[src/rtl/vip_stream_source.sv]
// FIFO-to-stream adapter: reads pixels from a normal-mode FIFO and emits a
// valid/ready stream with sof/eol/eof markers derived from run-time geometry.
module vip_stream_source #(
    parameter int DWIDTH = 24,
    parameter int CWIDTH = 11
) (
    input  logic              clock,
    input  logic              reset,
    input  logic              cfg_valid,
    input  logic [CWIDTH-1:0] cfg_width,
    input  logic [CWIDTH-1:0] cfg_height,
    input  logic [CWIDTH-1:0] cfg_num_frame,
    output logic              cfg_error,
    input  logic              fifo_empty,
    input  logic [DWIDTH-1:0] fifo_q,
    output logic              fifo_rdreq,
    output logic [DWIDTH-1:0] out_data,
    output logic              out_valid,
    input  logic              out_ready,
    output logic              out_sof,
    output logic              out_eol,
    output logic              out_eof,
    output logic              busy,
    output logic [CWIDTH-1:0] frame_count,
    output logic              done
);

    localparam int PWIDTH = 2 * CWIDTH;

    typedef enum logic [1:0] {IDLE, STREAM, DRAIN} state_t;

    state_t              state_q, state_d;
    logic [CWIDTH-1:0]   width_q, width_d;
    logic [CWIDTH-1:0]   height_q, height_d;
    logic [CWIDTH-1:0]   num_frame_q, num_frame_d;
    logic [CWIDTH-1:0]   frame_count_q, frame_count_d;
    logic [CWIDTH-1:0]   rd_frame_q, rd_frame_d;
    logic [PWIDTH-1:0]   req_cnt_q, req_cnt_d;
    logic [CWIDTH-1:0]   x_q, x_d;
    logic [CWIDTH-1:0]   y_q, y_d;
    logic [1:0]          count_q, count_d;
    logic                rd_pending_q, rd_pending_d;
    logic [DWIDTH-1:0]   head_q, head_d;
    logic [DWIDTH-1:0]   tail_q, tail_d;
    logic                cfg_error_q, cfg_error_d;
    logic                done_q, done_d;

    logic [PWIDTH-1:0]   frame_px;
    logic [2:0]          occupancy;
    logic                pop;
    logic                at_eol;
    logic                at_eof;
    logic                final_frame;

    assign frame_px    = PWIDTH'(width_q) * PWIDTH'(height_q);
    assign out_valid   = (count_q != 2'd0);
    assign pop         = out_valid & out_ready;
    assign at_eol      = (x_q == width_q - CWIDTH'(1));
    assign at_eof      = at_eol & (y_q == height_q - CWIDTH'(1));
    assign final_frame = (num_frame_q != '0) & (rd_frame_q == num_frame_q - CWIDTH'(1));

    // Entries already held plus the one in flight, minus the one leaving now.
    assign occupancy   = 3'(count_q) + 3'(rd_pending_q) - 3'(pop);
    assign fifo_rdreq  = (state_q == STREAM) & ~fifo_empty & (occupancy < 3'd2)
                       & (req_cnt_q < frame_px);

    assign out_data    = head_q;
    assign out_sof     = out_valid & (x_q == '0) & (y_q == '0);
    assign out_eol     = out_valid & at_eol;
    assign out_eof     = out_valid & at_eof;
    assign busy        = (state_q != IDLE);
    assign frame_count = frame_count_q;
    assign cfg_error   = cfg_error_q;
    assign done        = done_q;

    always_comb begin
        // NOTE: every _d takes its _q value first so no path can infer a latch.
        state_d       = state_q;
        width_d       = width_q;
        height_d      = height_q;
        num_frame_d   = num_frame_q;
        frame_count_d = frame_count_q;
        rd_frame_d    = rd_frame_q;
        req_cnt_d     = req_cnt_q;
        x_d           = x_q;
        y_d           = y_q;
        count_d       = count_q;
        head_d        = head_q;
        tail_d        = tail_q;
        rd_pending_d  = fifo_rdreq;
        cfg_error_d   = 1'b0;
        done_d        = 1'b0;

        case ({rd_pending_q, pop})
            2'b10: begin
                if (count_q == 2'd0) head_d = fifo_q;
                else                 tail_d = fifo_q;
                count_d = count_q + 2'd1;
            end
            2'b01: begin
                head_d  = tail_q;
                count_d = count_q - 2'd1;
            end
            2'b11: begin
                if (count_q == 2'd1) begin
                    head_d = fifo_q;
                end else begin
                    head_d = tail_q;
                    tail_d = fifo_q;
                end
            end
            default: ;
        endcase

        if (pop) begin
            if (at_eol) begin
                x_d = '0;
                if (at_eof) begin
                    y_d           = '0;
                    frame_count_d = frame_count_q + CWIDTH'(1);
                end else begin
                    y_d = y_q + CWIDTH'(1);
                end
            end else begin
                x_d = x_q + CWIDTH'(1);
            end
        end

        case (state_q)
            IDLE: begin
                if (cfg_valid) begin
                    if ((cfg_width == '0) || (cfg_height == '0)) begin
                        cfg_error_d = 1'b1;
                    end else begin
                        width_d       = cfg_width;
                        height_d      = cfg_height;
                        num_frame_d   = cfg_num_frame;
                        frame_count_d = '0;
                        rd_frame_d    = '0;
                        req_cnt_d     = '0;
                        x_d           = '0;
                        y_d           = '0;
                        state_d       = STREAM;
                    end
                end
            end
            STREAM: begin
                if (fifo_rdreq) begin
                    if (req_cnt_q + PWIDTH'(1) == frame_px) begin
                        req_cnt_d = '0;
                        if (final_frame) state_d = DRAIN;
                        else             rd_frame_d = rd_frame_q + CWIDTH'(1);
                    end else begin
                        req_cnt_d = req_cnt_q + PWIDTH'(1);
                    end
                end
            end
            DRAIN: begin
                // All reads are issued, so the sole remaining entry is the final eof.
                if (pop && at_eof && (count_q == 2'd1) && !rd_pending_q) begin
                    done_d  = 1'b1;
                    state_d = IDLE;
                end
            end
            default: state_d = IDLE;
        endcase
    end

    // NOTE: the skid-buffer data registers are reset too, because out_data is
    // visible at the port and must read 0 after reset.
    always_ff @(posedge clock or posedge reset) begin
        if (reset) begin
            state_q       <= IDLE;
            width_q       <= '0;
            height_q      <= '0;
            num_frame_q   <= '0;
            frame_count_q <= '0;
            rd_frame_q    <= '0;
            req_cnt_q     <= '0;
            x_q           <= '0;
            y_q           <= '0;
            count_q       <= '0;
            rd_pending_q  <= 1'b0;
            head_q        <= '0;
            tail_q        <= '0;
            cfg_error_q   <= 1'b0;
            done_q        <= 1'b0;
        end else begin
            // NOTE: non-blocking updates so every flop samples pre-edge values.
            state_q       <= state_d;
            width_q       <= width_d;
            height_q      <= height_d;
            num_frame_q   <= num_frame_d;
            frame_count_q <= frame_count_d;
            rd_frame_q    <= rd_frame_d;
            req_cnt_q     <= req_cnt_d;
            x_q           <= x_d;
            y_q           <= y_d;
            count_q       <= count_d;
            rd_pending_q  <= rd_pending_d;
            head_q        <= head_d;
            tail_q        <= tail_d;
            cfg_error_q   <= cfg_error_d;
            done_q        <= done_d;
        end
    end

endmodule

[config.mk]
export PLATFORM = sky130hd
export DESIGN_NAME = vip_stream_source
export DESIGN_NICKNAME = d
export VERILOG_FILES = /design/src/rtl/vip_stream_source.sv
export SDC_FILE = /design/constraint.sdc
export NUM_CORES = 1
export LEC_CHECK = 0
export ABC_AREA = 0
export BUFFER_PORTS_ARGS = -buffer_cell sky130_fd_sc_hd__buf_2
export CAP_MARGIN = 20
export CORE_MARGIN = 2
export CORE_UTILIZATION = 30
export CTS_BUF_LIST = sky130_fd_sc_hd__clkbuf_8
export DETAILED_ROUTE_END_ITERATION = 8
export GPL_ROUTABILITY_DRIVEN = 0
export RECOVER_POWER = 100
export SYNTH_ARGS = -nofsm -noshare
export SYNTH_HDL_FRONTEND = slang
export SYNTH_SLANG_ARGS = --single-unit
export TNS_END_PERCENT = 30
[constraint.sdc]
create_clock -name clock -period 14.3 [get_ports clock]
set_input_delay 1.43 -clock clock [delete_from_list [all_inputs] [get_ports clock]]
set_output_delay 1.43 -clock clock [all_outputs]
set_load 0.02 [all_outputs]
After elaboration in Yosys (flattened, before gate mapping)
Index checks and enable logic that the tools add are counted.
- flip-flop bits (word level): 154
- logic and storage cells: 133
- output and inout bits: 43
- bitwise gates (word level): 12
- $lt $le $gt $ge: 2
- eq/ne operators: 20
- multipliers: 1
- add/sub/neg operators: 12
- muxes and demuxes: 47
- reduce and logical (&&, ||, !) cells: 24
- operator list (operator ; number):
    two-way mux 11 bit ; 22
    two-way mux 24 bit ; 4
    two-way mux 22 bit ; 4
    case mux 24 bit (3 select lines) ; 1
    case mux 24 bit (2 select lines) ; 1
    adder 11 x 1 -> 11 bit, second input constant ; 4
    logical NOT 11 bit ; 4
    case mux 22 bit (2 select lines) ; 1
    == test 11 bit ; 3
    subtractor 11 x 1 -> 11 bit, second input constant ; 3
    adder 22 x 1 -> 22 bit, second input constant ; 1
    == test 22 bit ; 1
    less-than comparator 22 bit ; 1
    multiplier 11 x 11 -> 22 bit ; 1
    case mux 11 bit (2 select lines) ; 1
    inequality test 2 bit, second input constant ; 9
    two-way mux 2 bit ; 6
    AND reduction 6 bit ; 2
    nonzero test 11 bit ; 1
    bitwise AND 1 bit ; 10
    nonzero test 2 bit ; 5
    == test 2 x 1 -> 1 bit, second input constant ; 3
    == test 2 bit, second input constant ; 3
    case mux 2 bit (3 select lines) ; 1
    17 further kinds ; 26

Depth between registers and ports, before layout
Gate-level depths: netlist (run 1).
- depth after elaboration: 9
- gate-level depth with buffers: 30

Worst setup path after synthesis (run 1)
No wires, ideal clock.
- kind: reg-to-output
- start point: reg width_q[3]
- end point: out fifo_rdreq
- arrival time: 6.426 ns
- required time: 12.870 ns
- stages on the path, launching flop included: 25
- buffers on the path: 2
- path slack: 6.444 ns
- cell sequence: dfrtp_1 clkbuf_1 clkbuf_1 nand2_1 fa_1 fa_1 inv_1 ha_1 inv_1 fa_1 fa_1 inv_1 ha_1 and2_4 a221oi_2 nand2_1 xnor2_1 ha_1 a21o_1 a221o_1 a21oi_1 nor2_1 nand3b_1 a221o_1 a41oi_1
- cells in the longest elaborated chain, start to end: 3
- RTL lines (what ; line ; RTL):
    start, declared ; 33 ; logic [CWIDTH-1:0] width_q, width_d;
    start signal, assigned ; 191 ; width_q <= width_d;
    multiplier 11 x 11 -> 22 bit ; 55 ; assign frame_px = PWIDTH'(width_q) * PWIDTH'(height_q);
    less-than comparator 22 bit ; 65 ; & (req_cnt_q < frame_px);
    bitwise AND 1 bit ; 65 ;
    end, declared ; 16 ; output logic fifo_rdreq,
No other way between the ends.

Worst setup path after layout (run 1)
- start point: reg width_q[6]
- end point: reg rd_frame_q[10]
- cells in the longest elaborated chain, start to end: 5
- RTL lines (what ; line ; RTL):
    multiplier 11 x 11 -> 22 bit (*) ; 55 ;
    less-than comparator 22 bit ; 65 ;
    bitwise AND 1 bit ; 65 ;
    inequality test 2 bit (no source line) ; n/a ;
    AND reduction 6 bit (no source line) (*) ; n/a ;
    end signal, assigned ; 195 ; rd_frame_q <= rd_frame_d;
    end, declared ; 37 ; logic [CWIDTH-1:0] rd_frame_q, rd_frame_d;
Mark *: on every way between the ends. The rest lies on a longest branch, timed or not.
A chain may end at the register's enable or synchronous reset.

==> results by group, run 1 <==
Outcome
  – Status: finished with violations
  – Failing checks: max-capacitance violations, max-slew violations

Synth
  – Async SR Flop Fraction: 100%
  – FF+latch count, synth: 154
  – Cells after Synth: 1499
  – Ys flop type: dfrtp_1
  – Yosys top cell by area: dfrtp_1
  – Seq/Total Area, Yosys: 28.9%
  – Synth Cell Area: 13300 sq um
  – Top cells by area, synth: dfrtp_1 29%, fa_1 12%, ha_1 9.1%
  – Post-Synthesis Net Count: 1739
  – EDFF count, synth: 0
  – Synthesized area per cell: 8.90 sq um
  – Area share of the largest cell type after synthesis: 28.9%
  – Synth cell types: 84
  – Yosys Warn Count: 0

Clocking
  – CTS H-tree depth: 4
  – Clock sink count: 154
  – CTS tree: built
  – Post-CTS Setup Bufs: 0
  – Root buf cell: clkbuf_8
  – Clock slew at reported path FFs: 100 ps
  – Clk buf depth: 2
  – TritonCTS Buffers: 17
  – Cts hold-fix bufs: 0
  – Worst skew pair latency: 490 ps
  – Post-cts gate resize count: 0

Routing
  – Routed vias/inst: 4.99
  – DRC viols: 0
  – Average wire per standard cell: 15.5 microns
  – Via count: 10800
  – Pre-antenna DRT Iters: 5
  – Initial DRC Count: 732
  – Post-route ant nets: 0
  – DRT Wirelength: 33300 microns

Die
  – Die height: 215 microns
  – Core box area: 44000 sq um
  – Die X-Extent: 215 microns
  – Die area: 46200 sq um
  – I/O pin count: 105
  – Num rows: 77
  – Initial core utilization: 30.3%

Final layout
  – Fraction of layout cells with a size suffix above 1: 9.14%
  – Fillers: 4580
  – Nets: 1791
  – Area Overhead vs Synth: 10.4%

Timing
  – RSZ-0062 raised after global routing: false
  – Min Clock Period, post-route: 9120 ps
  – Final setup TNS: 0 ps
  – Clock skew: 23.9 ps
  – Fin. max-slew vios: 265
  – Finish-stage setup viols: 0
  – Final hold violations: 0
  – Slew headroom: -182%
  – FMAX: 110 MHz
  – Worst Tran Pin Value: 4210 ps
  – Crit share post-route: 63.8%

Global routing
  – Total grt overflow: 0
  – Antenna violations before repair: 0
  – Total track usage: 14.8%
  – Vias in the first global route: 11100
  – First-pass GRT wire length: 56300 microns
  – Pin count of the biggest net entering global routing: 97

Placement
  – Final HPWL DP: 25000 microns
  – I/O Buffers: 104

Setup path
  – Critical path launch point type: flop
  – Setup Crit Path Kind: reg2reg
  – R2r setup slk: 5180 ps
  – CP endpoint kind: flop
  – Critical Path RT: 14680 ps
  – Crit-path max FO: 25
  – WP data arrival: 9500 ps

Min path
  – Worst hold path class: reg2reg

Run
  – Max_cap viols: 5
-- cell usage after synthesis, drive strengths merged, types with 12 or more instances --
library cell	n
xnor2	64
o21ai	69
ha	97
and3	17
xor2	46
or4	17
a22oi	27
clkbuf	66
a21o	12
fa	81
nor2	78
a21oi	51
inv	117
nand2	265
dfrtp	154
nor3	24
and2	52
mux2	24
nand4	17
nor4	17
nand3	34
-- cell type report --
| cell class | count | area (sq um) | share of cell area (%) |
|---|---|---|---|
| antenna | 1 | 2.50 | 0.0170 |
| clock buffer | 17 | 234 | 1.59 |
| clock inverter | 15 | 226 | 1.54 |
| inverter | 118 | 444 | 3.02 |
| multi-input combinational | 1150 | 8710 | 59.2 |
| sequential | 154 | 3850 | 26.2 |
| tap | 592 | 741 | 5.03 |
| timing repair buffer | 110 | 500 | 3.40 |
-- layer usage --
metal / global-route usage [%] / wire length [microns] / vias up
li1: - / - / 5220
met1: 19.9 / 15500 / 5272
met2: 23.6 / 15400 / 226
met3: 3.38 / 1700 / 51
met4: 4.75 / 763 / 0
met5: 0 / 0 / -
-- stage by stage --
| step | hold WS, ps | cell area, sq um | std cells | worst slack [ps] | utilization, % |
|---|---|---|---|---|---|
| 6_report | 488 | 14700 | 2157 | 5180 | 33.4 |
| 5_1_grt | 517 | 14700 | 2156 | 4620 | 33.4 |
| 4_1_cts | 495 | 14800 | 2155 | 5470 | 33.6 |
| 3_5_place_dp | 470 | 14400 | 2123 | 6070 | 32.6 |
| 3_3_place_gp | 460 | 14400 | 2123 | 6130 | 32.6 |
| 2_1_floorplan | 451 | 13300 | 1499 | 6440 | - |
-- path summary, 6_finish.rpt --
check,start,to,depth (start not counted)
worst min-delay path,out_data[19]$_DFFE_PP0P_,out_data[19]$_DFFE_PP0P_,2
worst max register to register,width_q[6]$_DFFE_PP0P_,rd_frame_q[10]$_DFFE_PP0P_,18
min in group asynchronous,reset,rd_frame_q[5]$_DFFE_PP0P_,2
worst min register to register,out_data[19]$_DFFE_PP0P_,out_data[19]$_DFFE_PP0P_,2
worst max-delay path,width_q[6]$_DFFE_PP0P_,rd_frame_q[10]$_DFFE_PP0P_,18
max in group asynchronous,reset,height_q[3]$_DFFE_PP0P_,3
-- layout by cell type, fill, tap and decap left out, types with 15 or more instances in the layout --
cell type	instances
ha_1	97
nand4_1	15
a21oi_1	50
buf_2	61
inv_1	116
and3_1	16
clkbuf_1	48
mux2_2	24
or4_1	16
nand2_1	265
xnor2_1	64
o21ai_0	68
clkbuf_8	17
a22oi_1	27
nor2_1	78
nand3_1	32
nor3_1	24
fa_1	81
xor2_1	46
dfrtp_1	154
and2_1	50
-- flip-flops by register name, indices dropped and copies added, names as in the netlist --
signal,count
state_q,2
num_frame_q,11
width_q,11
y_q,11
done,1
out_data,24
cfg_error,1
count_q,2
req_cnt_q,22
rd_pending_q,1
rd_frame_q,11
frame_count,11
height_q,11
x_q,11
tail_q,24
-- logic make-up after synthesis --
kind of cell / share of synthesized area, %
AOI/OAI and AO/OA: 12.8
xor gates and xnor gates: 7.56
adders and majority gates: 21.3
buffers and inverters: 5.64
DFF: 28.9
muxes: 2.33
and+or+nand+nor: 21.5
-- worst max-delay path, stage by stage, from the launching register on --
cell and delay, ps:
dfrtp_1 830, nand2_1 170, fa_1 530, fa_1 540
fa_1 450, fa_1 530, fa_1 540, inv_1 40
ha_1 350, a21oi_1 420, o21ai_0 240, o2111a_1 350
a221o_1 350, o21ai_0 160, nor4b_1 1290, a21oi_1 870
clkbuf_1 570, or4_1 620, a21oi_1 160
Power of run 1 is not shown: default switching activity piles up to over one toggle a cycle in this logic, so the estimate is an artifact.
==> inputs of run 2 (changes only) <==
==> constraint.sdc (replaced) <==
create_clock -name clock -period 7.6 [get_ports clock]
set_input_delay 0.76 -clock clock [delete_from_list [all_inputs] [get_ports clock]]
set_output_delay 0.76 -clock clock [all_outputs]
set_load 0.02 [all_outputs]
==> results by group, run 2 (synthesized netlist as in run 1, its figures left out) <==
Final layout
  – Fraction of layout cells with a size suffix above 1: 15.0%
  – Nets: 1840
  – Ant. Diodes: 0
  – Commonest non-fill, non-tap cell in the layout: nand2_1
  – Area Overhead vs Synth: 14.5%
  – Fillers: 4551
  – Commonest cells after routing, fill and taps aside: 263 x nand2_1, 136 x dfrtp_1, 116 x inv_1

Timing
  – Clock skew: 22.7 ps
  – Hold_ws: 450 ps
  – Fin. max-slew vios: 279
  – Final hold violations: 0
  – FMAX: 137 MHz
  – Crit share post-route: 95.9%
  – Min Clock Period, post-route: 7290 ps
  – Slew headroom: -185%
  – Worst Tran Pin Value: 4250 ps
  – Finish-stage setup viols: 0

Routing
  – Routed vias/inst: 4.99
  – DRC viols: 0
  – Initial DRC Count: 582
  – Post-route ant nets: 0
  – Average wire per standard cell: 15.7 microns
  – Via count: 11000
  – DRT Wirelength: 34500 microns
  – Pre-antenna DRT Iters: 6

Global routing
  – Vias in the first global route: 11300
  – First-pass GRT wire length: 58700 microns
  – Pin count of the biggest net entering global routing: 93
  – Total grt overflow: 0
  – Total track usage: 15.4%
  – Antenna violations before repair: 1

Clocking
  – CTS tree: built
  – Worst skew pair latency: 500 ps
  – Clk buf depth: 2
  – Root buf cell: clkbuf_8
  – TritonCTS Buffers: 17
  – Clock sink count: 154
  – CTS H-tree depth: 4
  – Cts hold-fix bufs: 0
  – Clock slew at reported path FFs: 110 ps

Setup path
  – Critical path launch point type: flop
  – CP endpoint kind: output port
  – Crit-path max FO: 5
  – WP data arrival: 6530 ps
  – Setup Crit Path Kind: reg2out
  – Critical Path RT: 6840 ps

Die
  – Core box area: 44000 sq um
  – Num rows: 77
  – Die height: 215 microns
  – I/O pin count: 105
  – Die area: 46200 sq um
  – Die X-Extent: 215 microns
  – Initial core utilization: 30.3%

Outcome
  – Failing checks: max-capacitance violations, max-slew violations
  – Status: finished with violations

Run
  – Max_cap viols: 5

Placement
  – I/O Buffers: 104
  – Final HPWL DP: 26000 microns

Min path
  – Worst hold path class: in2reg
[run 2: worst paths after layout]
path	from	endpoint	slack [ps]	cells after the start
setup reg to reg	height_q[4]$_DFFE_PP0P_	rd_frame_q[7]$_DFFE_PP0P_	390	27
hold / removal	cfg_num_frame[8]	num_frame_q[8]$_DFFE_PP0P_	450	3
setup / recovery	height_q[4]$_DFFE_PP0P_	fifo_rdreq	310	24
hold reg to reg	out_data[6]$_DFFE_PP0P_	out_data[6]$_DFFE_PP0P_	490	2
min in group asynchronous	reset	num_frame_q[8]$_DFFE_PP0P_	1530	2
max in group asynchronous	reset	width_q[1]$_DFFE_PP0P_	3030	3
[run 2: metrics by stage]
| step | cell area (sq um) | setup TNS [ps] | util, % | setup WS, ps | std cells |
|---|---|---|---|---|---|
| floorplan | 13300 | 0 | - | 414 | 1499 |
| global placement | 14500 | 0 | 33.0 | 207 | 2147 |
| detailed placement | 14500 | 0 | 33.0 | 56.4 | 2147 |
| CTS | 15100 | 0 | 34.2 | 4.28 | 2191 |
| global route | 15300 | -21.1 | 34.7 | -21.1 | 2205 |
| finish | 15300 | 0 | 34.7 | 309 | 2205 |
[run 2: area by class of cell]
class | instances | area [sq um] | share of cell area, %
clock buffer | 19 | 262 | 1.71
multi-input combinational | 1150 | 8910 | 58.4
inverter | 118 | 444 | 2.91
clock inverter | 13 | 133 | 0.868
tap | 592 | 741 | 4.85
sequential | 154 | 3880 | 25.4
timing repair buffer | 159 | 905 | 5.92
[run 2: worst max-delay path: stages, from the launching register on]
cell and delay (ps):
dfrtp_2 420, buf_6 120, nand2_1 80, fa_1 570, inv_1 60, ha_2 180, fa_1 530, inv_1 60
fa_1 410, fa_1 520, inv_1 60, ha_4 270, and2_4 180, a221oi_4 300, nand2_2 120, xnor2_2 140
ha_1 310, a21o_1 180, a221o_1 330, a21oi_2 140, nor2_1 40, nand3b_1 170, a221o_1 430, a41oi_2 240
buf_6 160
[run 2: repair_timing]
| action | in CTS | in global routing |
|---|---|---|
| buffers inserted | 12 | 12 |
| resized for setup | 25 | 35 |
| pin swaps | 0 | 24 |
| gates cloned | 0 | 0 |
| setup endpoints to repair | 1 | 8 |
[run 2: per-layer routing]
metal	vias up	share of wire [%]	GRT usage, %
li1	5311	-	-
met1	5384	47	21.0
met2	252	46	24.6
met3	44	5.5	3.61
met4	2	2.0	4.05
met5	-	0.038	0
Power of run 2 is left out for the same reason.
==> inputs of run 3 (changes only) <==
==> constraint.sdc (replaced) <==
create_clock -name clock -period 7.6 [get_ports clock]
set_input_delay 0.38 -clock clock [delete_from_list [all_inputs] [get_ports clock]]
set_output_delay 0.38 -clock clock [all_outputs]
set_load 0.02 [all_outputs]
==> results by group, run 3 (synthesized netlist as in run 1, its figures left out) <==
Timing
  – Min Clock Period, post-route: 7260 ps
  – Finish-stage setup viols: 0
  – Slew headroom: -183%
  – Crit share post-route: 95.5%
  – Fin. max-slew vios: 221
  – Final setup TNS: 0 ps
  – Clock skew: 17.4 ps
  – Final hold violations: 0
  – RSZ-0062 raised after global routing: false
  – FMAX: 138 MHz
  – Worst Tran Pin Value: 4220 ps

Min path
  – Worst hold path class: in2reg

Routing
  – DRT Wirelength: 33900 microns
  – Routed vias/inst: 5.00
  – DRC viols: 0
  – Initial DRC Count: 721
  – Average wire per standard cell: 15.5 microns
  – Via count: 10900
  – Pre-antenna DRT Iters: 6
  – Post-route ant nets: 0

Clocking
  – CTS H-tree depth: 4
  – CTS tree: built
  – Cts hold-fix bufs: 0
  – Worst skew pair latency: 490 ps
  – TritonCTS Buffers: 17
  – Clock slew at reported path FFs: 90 ps
  – Root buf cell: clkbuf_8
  – Clock sink count: 154
  – Clk buf depth: 2

Setup path
  – WP data arrival: 6880 ps
  – Worst path slowest cell: fa_1
  – Cells along the critical path: buf_4 > nand2_1 > fa_1 > inv_1 > ha_1 > fa_1 > inv_1 > fa_1 > fa_1 > inv_1 > ha_1 > and2_4 > a221oi_4 > nand2_1 > xnor2_1 > ha_1 > a21o_1 > a221o_1 > a21oi_1 > nor2_1 > nand3b_1 > a221o_1 > a41oi_2 > buf_4
  – Critical Path RT: 7220 ps
  – Critical path launch point type: flop
  – Crit-path max FO: 9
  – Slowest cell delay on critical path: 550 ps
  – CP top delay family: adder cells
  – WP buf/inv: 5
  – Setup Crit Path Kind: reg2out
  – CP most frequent cell: fa_1
  – CP endpoint kind: output port

Final layout
  – Commonest cells after routing, fill and taps aside: 264 x nand2_1, 141 x dfrtp_1, 117 x inv_1
  – Commonest non-fill, non-tap cell in the layout: nand2_1
  – Fraction of layout cells with a size suffix above 1: 12.2%
  – Fillers: 4588
  – Nets: 1820
  – Area Overhead vs Synth: 12.2%
  – Ant. Diodes: 0

Run
  – Max_cap viols: 3

Global routing
  – First-pass GRT wire length: 57400 microns
  – Vias in the first global route: 11000
  – Pin count of the biggest net entering global routing: 94
  – Total track usage: 15.2%
  – Total grt overflow: 0
  – Antenna violations before repair: 1

Die
  – Core box area: 44000 sq um
  – Num rows: 77
  – Die X-Extent: 215 microns
  – Initial core utilization: 30.3%
  – Die height: 215 microns
  – Die area: 46200 sq um
  – I/O pin count: 105

Placement
  – I/O Buffers: 104
  – Final HPWL DP: 26000 microns

Outcome
  – Status: finished with violations
  – Failing checks: max-capacitance violations, max-slew violations
==> run 3: worst paths after layout <==
check                                                  end  cells after the start  slack (ps)                     from
max in group asynchronous           width_q[2]$_DFFE_PP0P_                      3        1480                    reset
worst max register to register   rd_frame_q[8]$_DFFE_PP0P_                     27         400   width_q[2]$_DFFE_PP0P_
worst min register to register     out_data[9]$_DFFE_PP0P_                      2         490  out_data[9]$_DFFE_PP0P_
min in group asynchronous            tail_q[5]$_DFFE_PP0P_                      2        1170                    reset
worst max-delay path                            fifo_rdreq                     24         340   width_q[2]$_DFFE_PP0P_
worst min-delay path            num_frame_q[4]$_DFFE_PP0P_                      3          80         cfg_num_frame[4]
==> run 3: tightest hold or removal path, cell delays in order <==
cell and delay, ps:
buf_2 70, nand2_1 40, nand2_1 40
==> run 3: layer usage <==
metal	vias up	wire, microns	track usage, %	part of all wire, %
met2	246	15600	24.5	46
met4	2	428	3.19	1.3
met1	5381	15900	20.9	47
met5	-	13	0	0.038
met3	28	1940	3.27	5.7
li1	5275	-	-	-
==> run 3: layout make-up <==
type	instances	area [sq um]	share of cell area, %
multi-input combinational	1150	8760	58.6
sequential	154	3870	25.9
timing repair buffer	139	762	5.09
tap	592	741	4.95
inverter	118	444	2.97
clock buffer	18	248	1.66
clock inverter	14	135	0.903
==> run 3: stage by stage <==
stage               util (%)  cell area (sq um)  hold slack (ps)  worst slack [ps]  instances
finish                  34.0              15000             81.9               344       2185
floorplan                  -              13300              451               526       1499
global route            34.0              15000             60.8              7.09       2185
detailed placement      33.0              14500              466              14.6       2144
CTS                     33.9              14900             23.1              4.61       2178
global placement        32.9              14500              458               204       2143
==> run 3: timing repair <==
action / in CTS / in global routing
setup endpoints to repair: 4 / 23
buffers inserted: 2 / 5
hold endpoints to repair: 0 / 0
gates resized for setup: 4 / 20
pin swaps: 0 / 4
Power of run 3 is left out for the same reason.
